<file path="src/rtl/popcount_accum_tern_pkg.sv">
// Shared definitions for the streaming ternary popcount accumulator:
// trit encodings, FSM state type and the per-beat count width helper.
package popcount_pkg;

    localparam logic [1:0] TRIT_POS  = 2'b01;
    localparam logic [1:0] TRIT_ZERO = 2'b00;
    localparam logic [1:0] TRIT_NEG  = 2'b11;

    typedef enum logic [1:0] {
        ACC   = 2'd0,
        DRAIN = 2'd1,
        HOLD  = 2'd2
    } state_t;

    // Bits needed to hold a popcount of 0..width
    function automatic int cnt_w(input int width);
        return $clog2(width + 1);
    endfunction

endpackage

</file>
<file path="src/rtl/popcount_accum_tern_if.sv">
// Stream interface of the popcount accumulator: input beat channel,
// per-frame configuration and result channel.
interface popcount_accum_tern_if #(
    parameter int WIDTH = 11,
    parameter int ACC_W = 8
);
    logic             mode;
    logic [ACC_W-1:0] thr_hi;
    logic [ACC_W-1:0] thr_lo;

    logic             in_valid;
    logic             in_ready;
    logic [WIDTH-1:0] in_data;
    logic             in_last;

    logic             out_valid;
    logic             out_ready;
    logic [ACC_W-1:0] out_sum;
    logic [1:0]       out_trit;
    logic             out_sat;
    logic             out_ovf;

    // Producer / consumer side
    modport master (
        output mode, thr_hi, thr_lo, in_valid, in_data, in_last, out_ready,
        input  in_ready, out_valid, out_sum, out_trit, out_sat, out_ovf
    );

    // Accumulator side
    modport slave (
        input  mode, thr_hi, thr_lo, in_valid, in_data, in_last, out_ready,
        output in_ready, out_valid, out_sum, out_trit, out_sat, out_ovf
    );
endinterface

</file>
<file path="src/rtl/popcount_accum_tern_core.sv">
// Combinational per-word popcount. Exact count, or the count floored to a
// multiple of 2^TRUNC in approximate mode. Future approximate netlists
// plug in behind the mode select.
module popcount_core
    import popcount_pkg::*;
#(
    parameter int WIDTH = 11,
    parameter int TRUNC = 1
) (
    input  logic [WIDTH-1:0]        data,
    input  logic                    mode,
    output logic [cnt_w(WIDTH)-1:0] count
);
    localparam int CW = cnt_w(WIDTH);

    logic [CW-1:0] cnt_exact;
    logic [CW-1:0] trunc_mask;

    // Exact popcount: sum of all lanes
    always_comb begin
        cnt_exact = '0;
        for (int i = 0; i < WIDTH; i++) begin
            cnt_exact = cnt_exact + CW'(data[i]);
        end
    end

    // Mask that clears the TRUNC least significant count bits
    for (genvar gi = 0; gi < CW; gi++) begin : g_mask
        assign trunc_mask[gi] = (gi >= TRUNC);
    end

    assign count = mode ? (cnt_exact & trunc_mask) : cnt_exact;

endmodule

</file>
<file path="src/rtl/popcount_accum_tern.sv">
// Streaming popcount accumulator for ternary neurons. Beats are popcounted
// (stage 1), added into a saturating accumulator (stage 2), and at frame
// end the sum plus a ternary decision are presented until consumed.
module popcount_accum_tern
    import popcount_pkg::*;
#(
    parameter int WIDTH     = 11,
    parameter int MAX_BEATS = 16,
    parameter int TRUNC     = 1,
    parameter int ACC_W     = 8
) (
    input logic                 clk,
    input logic                 rst_n,
    popcount_accum_tern_if.slave bus
);
    localparam int CW = cnt_w(WIDTH);
    localparam int BW = $clog2(MAX_BEATS + 1);
    localparam int SW = ACC_W + 1;
    localparam logic [ACC_W-1:0] ACC_MAX   = {ACC_W{1'b1}};
    localparam logic [BW-1:0]    LAST_BEAT = BW'(MAX_BEATS - 1);

    state_t           state_q, state_d;
    logic [ACC_W-1:0] acc_q, acc_d;
    logic [BW-1:0]    beat_q, beat_d;
    logic [CW-1:0]    cnt_q, cnt_d;
    logic             cnt_vld_q, cnt_vld_d;
    logic             mode_q, mode_d;
    logic [ACC_W-1:0] thr_hi_q, thr_hi_d;
    logic [ACC_W-1:0] thr_lo_q, thr_lo_d;
    logic             sat_q, sat_d;
    logic             ovf_q, ovf_d;
    logic             out_valid_q, out_valid_d;
    logic [ACC_W-1:0] out_sum_q, out_sum_d;
    logic [1:0]       out_trit_q, out_trit_d;
    logic             out_sat_q, out_sat_d;
    logic             out_ovf_q, out_ovf_d;

    logic             accept;
    logic             first_beat;
    logic             at_limit;
    logic             core_mode;
    logic [CW-1:0]    beat_cnt;
    logic [SW-1:0]    sum_ext;
    logic [1:0]       trit_now;

    assign bus.in_ready  = (state_q == ACC);
    assign bus.out_valid = out_valid_q;
    assign bus.out_sum   = out_sum_q;
    assign bus.out_trit  = out_trit_q;
    assign bus.out_sat   = out_sat_q;
    assign bus.out_ovf   = out_ovf_q;

    assign accept     = bus.in_valid && (state_q == ACC);
    assign first_beat = (beat_q == '0);
    assign at_limit   = (beat_q == LAST_BEAT);
    // The first beat already uses the live mode, later beats the captured one
    assign core_mode  = first_beat ? bus.mode : mode_q;
    assign sum_ext    = {1'b0, acc_q} + SW'(cnt_q);

    popcount_core #(
        .WIDTH (WIDTH),
        .TRUNC (TRUNC)
    ) u_core (
        .data  (bus.in_data),
        .mode  (core_mode),
        .count (beat_cnt)
    );

    // Ternary decision on the settled accumulator; +1 wins over -1
    always_comb begin
        if (acc_q >= thr_hi_q) begin
            trit_now = TRIT_POS;
        end else if (acc_q < thr_lo_q) begin
            trit_now = TRIT_NEG;
        end else begin
            trit_now = TRIT_ZERO;
        end
    end

    // Next-state: count pipeline, saturating accumulate and frame FSM
    always_comb begin
        state_d     = state_q;
        acc_d       = acc_q;
        beat_d      = beat_q;
        cnt_d       = cnt_q;
        cnt_vld_d   = 1'b0;
        mode_d      = mode_q;
        thr_hi_d    = thr_hi_q;
        thr_lo_d    = thr_lo_q;
        sat_d       = sat_q;
        ovf_d       = ovf_q;
        out_valid_d = out_valid_q;
        out_sum_d   = out_sum_q;
        out_trit_d  = out_trit_q;
        out_sat_d   = out_sat_q;
        out_ovf_d   = out_ovf_q;

        if (accept) begin
            cnt_d     = beat_cnt;
            cnt_vld_d = 1'b1;
            beat_d    = beat_q + BW'(1);
            if (first_beat) begin
                mode_d   = bus.mode;
                thr_hi_d = bus.thr_hi;
                thr_lo_d = bus.thr_lo;
            end
        end

        if (cnt_vld_q) begin
            if (sum_ext > SW'(ACC_MAX)) begin
                acc_d = ACC_MAX;
                sat_d = 1'b1;
            end else begin
                acc_d = sum_ext[ACC_W-1:0];
            end
        end

        case (state_q)
            ACC: begin
                if (accept && (bus.in_last || at_limit)) begin
                    state_d = DRAIN;
                    ovf_d   = !bus.in_last;
                end
            end
            DRAIN: begin
                state_d = HOLD;
            end
            HOLD: begin
                if (!out_valid_q) begin
                    out_valid_d = 1'b1;
                    out_sum_d   = acc_q;
                    out_trit_d  = trit_now;
                    out_sat_d   = sat_q;
                    out_ovf_d   = ovf_q;
                end else if (bus.out_ready) begin
                    out_valid_d = 1'b0;
                    state_d     = ACC;
                    acc_d       = '0;
                    beat_d      = '0;
                    sat_d       = 1'b0;
                    ovf_d       = 1'b0;
                end
            end
            default: begin
                state_d = ACC;
            end
        endcase
    end

    // State registers with asynchronous clear
    always_ff @(posedge clk or negedge rst_n) begin
        if (!rst_n) begin
            state_q     <= ACC;
            acc_q       <= '0;
            beat_q      <= '0;
            cnt_q       <= '0;
            cnt_vld_q   <= 1'b0;
            mode_q      <= 1'b0;
            thr_hi_q    <= '0;
            thr_lo_q    <= '0;
            sat_q       <= 1'b0;
            ovf_q       <= 1'b0;
            out_valid_q <= 1'b0;
            out_sum_q   <= '0;
            out_trit_q  <= TRIT_ZERO;
            out_sat_q   <= 1'b0;
            out_ovf_q   <= 1'b0;
        end else begin
            state_q     <= state_d;
            acc_q       <= acc_d;
            beat_q      <= beat_d;
            cnt_q       <= cnt_d;
            cnt_vld_q   <= cnt_vld_d;
            mode_q      <= mode_d;
            thr_hi_q    <= thr_hi_d;
            thr_lo_q    <= thr_lo_d;
            sat_q       <= sat_d;
            ovf_q       <= ovf_d;
            out_valid_q <= out_valid_d;
            out_sum_q   <= out_sum_d;
            out_trit_q  <= out_trit_d;
            out_sat_q   <= out_sat_d;
            out_ovf_q   <= out_ovf_d;
        end
    end

endmodule

</file>
<file path="src/flat_wrapper.sv">
// flat-port wrapper written by rule: the top's interface ports become plain ports
module popcount_accum_tern_flat import popcount_pkg::*;
#(
    parameter int WIDTH     = 11,
    parameter int MAX_BEATS = 16,
    parameter int TRUNC     = 1,
    parameter int ACC_W     = 8
)
  (clk, rst_n, bus_mode, bus_thr_hi, bus_thr_lo, bus_in_valid, bus_in_data, bus_in_last, bus_out_ready, bus_in_ready, bus_out_valid, bus_out_sum, bus_out_trit, bus_out_sat, bus_out_ovf);
  popcount_accum_tern_if #(.WIDTH(WIDTH), .ACC_W(ACC_W)) bus_i ();
  input logic clk;
  input logic rst_n;
  input wire logic [$bits(bus_i.mode)-1:0] bus_mode;
  input wire logic [$bits(bus_i.thr_hi)-1:0] bus_thr_hi;
  input wire logic [$bits(bus_i.thr_lo)-1:0] bus_thr_lo;
  input wire logic [$bits(bus_i.in_valid)-1:0] bus_in_valid;
  input wire logic [$bits(bus_i.in_data)-1:0] bus_in_data;
  input wire logic [$bits(bus_i.in_last)-1:0] bus_in_last;
  input wire logic [$bits(bus_i.out_ready)-1:0] bus_out_ready;
  output wire logic [$bits(bus_i.in_ready)-1:0] bus_in_ready;
  output wire logic [$bits(bus_i.out_valid)-1:0] bus_out_valid;
  output wire logic [$bits(bus_i.out_sum)-1:0] bus_out_sum;
  output wire logic [$bits(bus_i.out_trit)-1:0] bus_out_trit;
  output wire logic [$bits(bus_i.out_sat)-1:0] bus_out_sat;
  output wire logic [$bits(bus_i.out_ovf)-1:0] bus_out_ovf;
  assign bus_i.mode = bus_mode;
  assign bus_i.thr_hi = bus_thr_hi;
  assign bus_i.thr_lo = bus_thr_lo;
  assign bus_i.in_valid = bus_in_valid;
  assign bus_i.in_data = bus_in_data;
  assign bus_i.in_last = bus_in_last;
  assign bus_i.out_ready = bus_out_ready;
  assign bus_in_ready = bus_i.in_ready;
  assign bus_out_valid = bus_i.out_valid;
  assign bus_out_sum = bus_i.out_sum;
  assign bus_out_trit = bus_i.out_trit;
  assign bus_out_sat = bus_i.out_sat;
  assign bus_out_ovf = bus_i.out_ovf;
  popcount_accum_tern #(.WIDTH(WIDTH), .MAX_BEATS(MAX_BEATS), .TRUNC(TRUNC), .ACC_W(ACC_W)) u_core (.clk(clk), .rst_n(rst_n), .bus(bus_i));
endmodule
</file>
<file path="config.mk">
export PLATFORM = sky130hd
export DESIGN_NAME = popcount_accum_tern_flat
export DESIGN_NICKNAME = d
export VERILOG_FILES = /design/src/rtl/popcount_accum_tern_pkg.sv /design/src/rtl/popcount_accum_tern_if.sv /design/src/rtl/popcount_accum_tern_core.sv /design/src/rtl/popcount_accum_tern.sv /design/src/flat_wrapper.sv
export SDC_FILE = /design/constraint.sdc
export NUM_CORES = 1
export LEC_CHECK = 0
export CORE_MARGIN = 2
export CORE_UTILIZATION = 50
export CTS_CLUSTER_SIZE = 8
export DETAILED_ROUTE_END_ITERATION = 16
export HOLD_SLACK_MARGIN = 0.1
export PLACE_DENSITY = 0.79
export RECOVER_POWER = 50
export SLEW_MARGIN = 10
export SYNTH_ARGS = -nofsm -noshare
export SYNTH_HDL_FRONTEND = slang
export SYNTH_HIERARCHICAL = 1
export SYNTH_SLANG_ARGS = --single-unit
</file>
<file path="constraint.sdc">
create_clock -name clk -period 3.86 [get_ports clk]
set_clock_uncertainty 0.05 [all_clocks]
set_input_delay 0.772 -clock clk [delete_from_list [all_inputs] [get_ports clk]]
set_output_delay 0.772 -clock clk [all_outputs]
set_load 0.01 [all_outputs]
</file>
---- After elaboration in Yosys (flattened, before gate mapping) ----
Cells that the tools add are included.
storage, ports and cells
  bits in registers ....................... 52
  input port bits ......................... 33
  output and inout bits ................... 14
  word-level logic and storage cells ...... 77
operators by class
  add/subtract/negate cells ............... 12
  magnitude comparators ................... 3
  equal/unequal tests ..................... 6
  multiplexer cells ....................... 29
  bitwise gates (word level) .............. 1
  reduce and logical (&&, ||, !) cells .... 11
operator list
  kind                                                            number
  two-way mux 8 bit                                               5
  adder 4 x 1 -> 4 bit                                            7
  two-way mux 5 bit                                               4
  two-way mux 1 bit                                               13
  two-way mux 2 bit                                               5
  adder 8 x 4 -> 9 bit                                            1
  greater-than comparator 9 x 8 -> 1 bit (second input constant)  1
  greater-or-equal comparator 8 bit                               1
  less-than comparator 8 bit                                      1
  case mux 2 bit (3 select lines)                                 1
  adder 5 x 1 -> 5 bit (second input constant)                    1
  equality test 5 x 4 -> 1 bit (second input constant)            1
  zero test 5 bit                                                 1
  adder 3 x 1 -> 4 bit                                            1
  inequality test 2 x 1 -> 1 bit (second input constant)          2
  AND reduction 2 bit                                             2
  AND reduction 4 bit                                             1
  adder 2 x 1 -> 3 bit                                            1
  AND reduction 3 bit                                             1
  adder 1 x 1 -> 2 bit                                            1
  equality test 2 x 1 -> 1 bit (second input constant)            1
  equality test 2 bit (second input constant)                     1
  logical AND 1 bit                                               2
  zero test 2 bit                                                 1
  6 further kinds                                                 6

---- Depth between registers and ports, before layout ----
Gate-level depths: netlist (run 1).
  depth in word-level cells ............... 11
  depth in mapped cells ................... 9
  gate-level depth less buffers ........... 9

---- Hierarchy ----
The synthesis (run 1) kept the hierarchy.
by module, submodules not included
  module               instances  cells an instance  area each (sq um)  seq. area each (sq um)
  popcount_accum_tern  1          228                2678.8             1301.2
  popcount_core        1          26                 232.7              0.0

---- Worst setup path after synthesis (run 1) ----
No wires, ideal clock.
  path type ............................... input to register
  from .................................... input bus_in_data[0]
  to ...................................... register u_core.cnt_q[2]
  setup time .............................. 0.125 ns
  arrival ................................. 3.445 ns
  data required time ...................... 3.685 ns
  path slack .............................. 0.241 ns
  stages on the path ...................... 8
  buffers on the path ..................... 0
  path through ............................ fa_1 inv_1 fa_1 fa_1 fa_1 fa_1 xor2_1 mux2_2
on the way
  cells in the longest elaborated chain, start to end .. 10
RTL lines
  item                                RTL line                        text
  start: declaration                  flat_wrapper.sv:17              input wire logic [$bits(bus_i.in_data)-1:0] bus_in_data;
  adder 1 x 1 -> 2 bit                popcount_accum_tern_core.sv:23  cnt_exact = cnt_exact + CW'(data[i]);
  adder 2 x 1 -> 3 bit                popcount_accum_tern_core.sv:23
  adder 3 x 1 -> 4 bit                popcount_accum_tern_core.sv:23
  adder 4 x 1 -> 4 bit (7 in series)  popcount_accum_tern_core.sv:23
  named net u_core.beat_cnt[2]        popcount_accum_tern.sv:42       logic [CW-1:0] beat_cnt;
  end signal: assignment              popcount_accum_tern.sv:172      cnt_q <= cnt_d;
  end: declaration                    popcount_accum_tern.sv:25       logic [CW-1:0] cnt_q, cnt_d;
The timed path passes the listed nets, and every way through them passes these cells.
A chain may end at the register's enable or synchronous reset.

---- Final worst setup path (run 1) ----
Ends and elaborated chain as after synthesis.

==> flow_summary.json, run 1 <==
{
  "outcome": "finished with violations",
  "violations": "capacitance limit, slew limit",
  "cts_tree": "yes",
  "timing.setup.tns_ns": 0,
  "ys_warn_count": 6,
  "crit_family": "adder cells",
  "whs_ns": 0.433,
  "place.gp.congestion": 0.748,
  "maxCapViolCount": 1,
  "ys_top_cells_by_count": "dfrtp_1, inv_1, ha_1",
  "place_ws_ns": -0.310,
  "avgSynthCellArea_um2": 11.5,
  "core_mm2": 0.00557,
  "maxSlewHeadroom": -0.480,
  "antenna_found_initial": 0,
  "ctsHoldBuffers": 0,
  "postRouteWirelength_um": 5150,
  "period_share": 0.978,
  "finalMaxSlewViolations": 43,
  "power_density_mw_per_mm2": 736,
  "path_buf_inv": 2,
  "grt_max_degree": 43,
  "track_usage": 0.175,
  "fin_cells": 375,
  "synthCells": 254,
  "rows": 27,
  "period_minus_slack_ns": 3.77,
  "dieHeight_um": 80.3,
  "required_ns": 4.00,
  "routedWlPerCell_um": 13.7,
  "synth_enable_flop_cells": 0,
  "arrival_ns": 3.92,
  "synth_area_leaders": "dfrtp_1, ha_1, mux2_2, fa_1, mux2_4",
  "nets": 366,
  "worst_setup_path_end_kind": "flop",
  "r2r_setup_slack_ns": 1.74,
  "finalHoldViolCount": 0,
  "clock_path_buffers": 2,
  "slowest_delay_ns": 0.54,
  "fmax_mhz": 265,
  "via_count": 1953,
  "cts_made_buffers": 5,
  "worst_slew_pin_slew_ns": 2.22,
  "placed_cells": 367,
  "async_flop_share": 1.00,
  "min_path_type": "flop to flop",
  "drive_gt1_frac": 0.135,
  "yosys.area.top_type": "dfrtp_1",
  "root_buffer": "clkbuf_8",
  "diodes": 0,
  "clk_latency_ns": 0.30,
  "syn-num-nets": 318,
  "area_growth_pct": 20.6,
  "synth_area_mm2": 0.00291,
  "worstPathCellList": "clkdlybuf4s50_1, fa_1, inv_1, fa_1, fa_1, fa_2, fa_1, xor2_1, mux2_2",
  "grt_pass1_vias": 1870,
  "drc_errors": 0,
  "design_area_mm2": 0.00351,
  "die_width_um": 80.3,
  "worst_path_most_repeated_cell": "fa_1",
  "initial_core_util": 0.522,
  "dpl_cell_area_mm2": 0.00342,
  "portBuffers": 46,
  "clkSinkCount": 52,
  "ys_seq_area_frac": 0.447,
  "setup_viol_count_final": 0,
  "leakagePower_nw": 1.68,
  "final.setup.worst_slack_ns": 0.0867,
  "ios": 47,
  "yosysMostFrequentCell": "dfrtp_1",
  "die_area_mm2": 0.00645,
  "htree_levels": 2,
  "synth_top_area_share": 0.447,
  "rsz0062_at_grt": "no",
  "ant_nets": 0,
  "startpoint_type": "input port",
  "yosysUniqueCellTypes": 47,
  "drtIter0Drc": 132,
  "dpl.hpwl_um": 3910,
  "grt_pass1_wl_um": 8680,
  "overflow": 0,
  "synth_ff_type": "dfrtp_1",
  "peakVddDrop_v": 0.000289,
  "synth_seq_cells": 52,
  "firstDrtPassIters": 4,
  "crit_type": "input port to flop",
  "crit_slowest_cell": "fa_1",
  "cp_max_fo": 2,
  "clk_pin_slew_ns": 0.09,
  "avgViaCountPerCell": 5.21
}
cell families after synthesis:
| family | after synthesis | synth area share |
|---|---|---|
| DFF | 52 | 0.447 |
| and+or+nand+nor | 46 | 0.0859 |
| buffers and inverters | 44 | 0.0640 |
| AOI/OAI and AO/OA | 42 | 0.0924 |
| muxes | 32 | 0.136 |
| adders and majority gates | 31 | 0.154 |
| xor gates and xnor gates | 7 | 0.0211 |
through the flow:
step | power, mW | util
floorplan | 1.89 | -
global placement | 2.21 | 0.614
detailed placement | 2.28 | 0.614
CTS | 2.61 | 0.631
global route | 2.81 | 0.630
finish | 2.59 | 0.630
placed cells by master, fill, tap and decap left out, types with 3 or more instances in the layout:
| cell | n |
|---|---|
| a21oi_1 | 13 |
| dfrtp_1 | 52 |
| a211oi_1 | 3 |
| clkbuf_1 | 4 |
| ha_1 | 23 |
| fa_1 | 7 |
| mux2_2 | 20 |
| clkbuf_8 | 6 |
| xor2_1 | 4 |
| o21ai_0 | 8 |
| nor2_1 | 15 |
| inv_1 | 37 |
| xnor2_1 | 3 |
| a21o_1 | 3 |
| nand2_1 | 10 |
| mux2_4 | 10 |
| nand3_1 | 3 |
| clkdlybuf4s50_1 | 43 |
area by class of cell:
cell class | instances | area [µm²]
timing repair buffer | 48 | 462
multi-input combinational | 158 | 1430
tap | 72 | 90.1
clock buffer | 7 | 86.3
sequential | 52 | 1300
inverter | 37 | 139
clock inverter | 1 | 7.51
fill | 469 | 2060
power by group:
| group | total, mW | switching (mW) | internal [mW] | leakage (nW) |
|---|---|---|---|---|
| combinational | 1.25 | 0.555 | 0.693 | 0.994 |
| clock | 0.318 | 0.172 | 0.146 | 0.0445 |
| sequential | 1.02 | 0.224 | 0.795 | 0.643 |
metal layers:
metal | up-vias | GRT usage | wire [µm]
met5 | - | 0 | 0
met3 | 7 | 0.0303 | 180
met2 | 45 | 0.275 | 2410
met4 | 0 | 0.0559 | 74
met1 | 940 | 0.247 | 2480
li1 | 961 | - | -
flip-flops by register name, indices dropped and copies added (netlist names), 2 cells and up:
signal               flops
u_core/bus.out_sum       8
u_core/cnt_q             4
u_core/thr_hi_q          8
u_core/beat_q            5
u_core/state_q           2
u_core/acc_q             8
u_core/bus.out_trit      2
u_core/thr_lo_q          8
worst paths after layout:
path | from | end | cells past startpoint
worst max-delay path | bus_in_data[0] | u_core/cnt_q[2]$_DFFE_PN0P_ | 9
worst min-delay path | u_core/bus.out_sum[0]$_DFFE_PN0P_ | u_core/bus.out_sum[0]$_DFFE_PN0P_ | 2
worst max register to register | u_core/state_q[1]$_DFFE_PN0P_ | u_core/thr_hi_q[0]$_DFFE_PN0P_ | 5
worst min register to register | u_core/bus.out_sum[0]$_DFFE_PN0P_ | u_core/bus.out_sum[0]$_DFFE_PN0P_ | 2
max in group asynchronous | rst_n | u_core/thr_lo_q[1]$_DFFE_PN0P_ | 2
min in group asynchronous | rst_n | u_core/beat_q[0]$_DFF_PN0_ | 1
worst reg2reg max path: stages (launching register included):
cell and delay (ns):
dfrtp_1 0.40, nor2_1 0.13, and2_0 0.13, clkbuf_1 0.55, nand2_4 0.35, mux2_4 0.40
timing repair:
item,4_1_cts,5_1_grt
resized for setup,0,1
setup endpoints to repair,0,1
setup buffers,0,0
(Power assumes the default switching activity.)
==> run 2, diff against run 1 <==
- ABC_AREA: unset -> 1
- CTS_CLUSTER_SIZE: 8 -> 16
- PLACE_DENSITY: 0.79 -> 0.78
==> flow_summary.json, run 2 <==
{
  "outcome": "finished, final reports clean",
  "startpoint_type": "input port",
  "finalMaxSlewViolations": 0,
  "synth_ff_type": "dfrtp_1",
  "ant_nets": 0,
  "p_sw_mw": 1.10,
  "antenna_found_initial": 0,
  "avgViaCountPerCell": 4.89,
  "core_mm2": 0.00628,
  "maxSlewHeadroom": 0.0469,
  "synth_area_leaders": "dfrtp_1, nand2_1, ha_1, inv_1, fa_1",
  "drc_errors": 0,
  "setup_viol_count_final": 0,
  "syn-num-nets": 423,
  "firstDrtPassIters": 4,
  "track_usage": 0.176,
  "total_power_mw": 2.66,
  "grt_pass1_vias": 2440,
  "htree_levels": 2,
  "design_area_mm2": 0.00378,
  "timing.setup.tns_ns": 0,
  "ctsHoldBuffers": 0,
  "dpl_cell_area_mm2": 0.00371,
  "synth_top_area_share": 0.404,
  "avgSynthCellArea_um2": 8.97,
  "period_share": 0.951,
  "clk_latency_ns": 0.32,
  "die_width_um": 84.3,
  "via_count": 2368,
  "worst_slew_pin_slew_ns": 1.43,
  "area_growth_pct": 17.3,
  "cts_tree": "yes",
  "comb_power_share": 0.495,
  "finalHoldViolCount": 0,
  "seq_power_share": 0.365,
  "grt_pass1_wl_um": 10300,
  "dieHeight_um": 84.3,
  "ys_seq_area_frac": 0.404,
  "clkPwrFrac": 0.140,
  "yosysMostFrequentCell": "nand2_1",
  "nFillCells": 544,
  "ys_warn_count": 6,
  "grt_max_degree": 33,
  "cts_setup_buffers": 0,
  "synth_area_mm2": 0.00322,
  "yosysUniqueCellTypes": 34,
  "cp_max_fo": 2,
  "ios": 47,
  "p_sw_frac": 0.413,
  "die_area_mm2": 0.00710,
  "postRouteWirelength_um": 5900,
  "rsz0062_at_grt": "no",
  "clkSinkCount": 52,
  "drtIter0Drc": 109,
  "leakagePower_nw": 2.00,
  "cts_resized": 0,
  "root_buffer": "clkbuf_8",
  "crit_type": "input port to flop",
  "dpl.hpwl_um": 4540,
  "maxCapViolCount": 0,
  "p_int_mw": 1.56,
  "ys_top_cells_by_count": "nand2_1, inv_1, dfrtp_1",
  "async_flop_share": 1.00,
  "clock_path_buffers": 2,
  "cts_made_buffers": 5,
  "peakVddDrop_v": 0.000320,
  "required_ns": 4.02,
  "portBuffers": 46,
  "place.gp.congestion": 0.810,
  "clk_pin_slew_ns": 0.09,
  "diodes": 0,
  "synth_seq_cells": 52,
  "final_common_cell": "nand2_1",
  "overflow": 0,
  "drive_gt1_frac": 0.155,
  "nets": 470,
  "rows": 29,
  "layout_common_cells": "nand2_1, inv_1, dfrtp_1",
  "routedWlPerCell_um": 12.2,
  "synthCells": 359,
  "arrival_ns": 3.83,
  "finish.utilization": 0.602,
  "yosys.area.top_type": "dfrtp_1",
  "initial_core_util": 0.513,
  "fmax_mhz": 272,
  "synth_enable_flop_cells": 0,
  "min_path_type": "flop to flop",
  "power_density_mw_per_mm2": 703,
  "worst_setup_path_end_kind": "flop",
  "period_minus_slack_ns": 3.67
}
## run 2: changes by cell type in the layout (fill, tap and decap cells not counted), sizes merged, moves of 3 or more
cell	delta
nand2	+79
nand3	+11
inv	+30
mux2	-28
nor3	+3
nor2	+17
a21oi	+13
o21ai	+10
## run 2: final timing paths
path                                             endpoint  slack (ns)                     startpoint  cells past startpoint
hold reg to reg             u_core/state_q[1]$_DFFE_PN0P_        0.44  u_core/state_q[1]$_DFFE_PN0P_                      1
hold / removal              u_core/state_q[1]$_DFFE_PN0P_        0.44  u_core/state_q[1]$_DFFE_PN0P_                      1
setup / recovery              u_core/cnt_q[2]$_DFFE_PN0P_        0.19                 bus_in_data[0]                     10
max in group asynchronous     u_core/cnt_q[3]$_DFFE_PN0P_        1.09                          rst_n                      2
setup reg to reg           u_core/thr_hi_q[0]$_DFFE_PN0P_        1.40  u_core/state_q[1]$_DFFE_PN0P_                      5
min in group asynchronous  u_core/thr_hi_q[7]$_DFFE_PN0P_        0.71                          rst_n                      1
## run 2: logic make-up (layout without fill, tap and decap cells)
| logic type | count (synthesis) | in the layout | share of synthesized area |
|---|---|---|---|
| flip-flops | 52 | 52 | 0.404 |
| multiplexers | 2 | 2 | 0.00932 |
| AO/OA/AOI/OAI | 52 | 52 | 0.115 |
| buffers and inverters | 75 | 123 | 0.103 |
| XOR/XNOR | 4 | 4 | 0.0109 |
| adder cells (fa/ha/maj) | 31 | 31 | 0.139 |
| AND/OR/NAND/NOR | 143 | 143 | 0.219 |
## run 2: area by class of cell
cell class / instances / area [µm²] / share of cell area
tap: 77 / 96.3 / 0.0255
clock inverter: 2 / 35.0 / 0.00927
timing repair buffer: 47 / 458 / 0.121
inverter: 68 / 256 / 0.0679
multi-input combinational: 232 / 1560 / 0.413
sequential: 52 / 1300 / 0.344
clock buffer: 6 / 72.6 / 0.0192
## run 2: critical path, stage by stage
cell and delay, ns:
clkdlybuf4s50_1 0.43, fa_1 0.53, inv_1 0.05, fa_1 0.51, fa_1 0.43, fa_1 0.42, fa_1 0.40, xor2_1 0.17
nand2_1 0.06, nand2_1 0.05
## run 2: layer usage
layer | up-vias | global-route usage | share of wire
met2 | 43 | 0.329 | 0.51
met3 | 7 | 0.0324 | 0.033
met5 | - | 0 | 0
met1 | 1111 | 0.205 | 0.44
li1 | 1207 | - | -
met4 | 0 | 0.0499 | 0.015
## run 2: stage by stage
step / hold WS (ns) / setup WS, ns / std cells
floorplan: 0.396 / 0.387 / 359
global placement: 0.413 / -0.0893 / 476
detailed placement: 0.423 / -0.144 / 476
CTS: 0.420 / 0.194 / 484
global route: 0.466 / 0.0638 / 484
finish: 0.437 / 0.190 / 484
## run 2: power by group through the flow
stage	sequential (mW)	combinational, mW	clock (mW)
3_5_place_dp	0.990	1.34	0
4_1_cts	0.980	1.35	0.379
3_3_place_gp	0.983	1.27	0
5_1_grt	1.00	1.51	0.393
2_1_floorplan	0.967	0.981	0
6_report	0.970	1.32	0.371
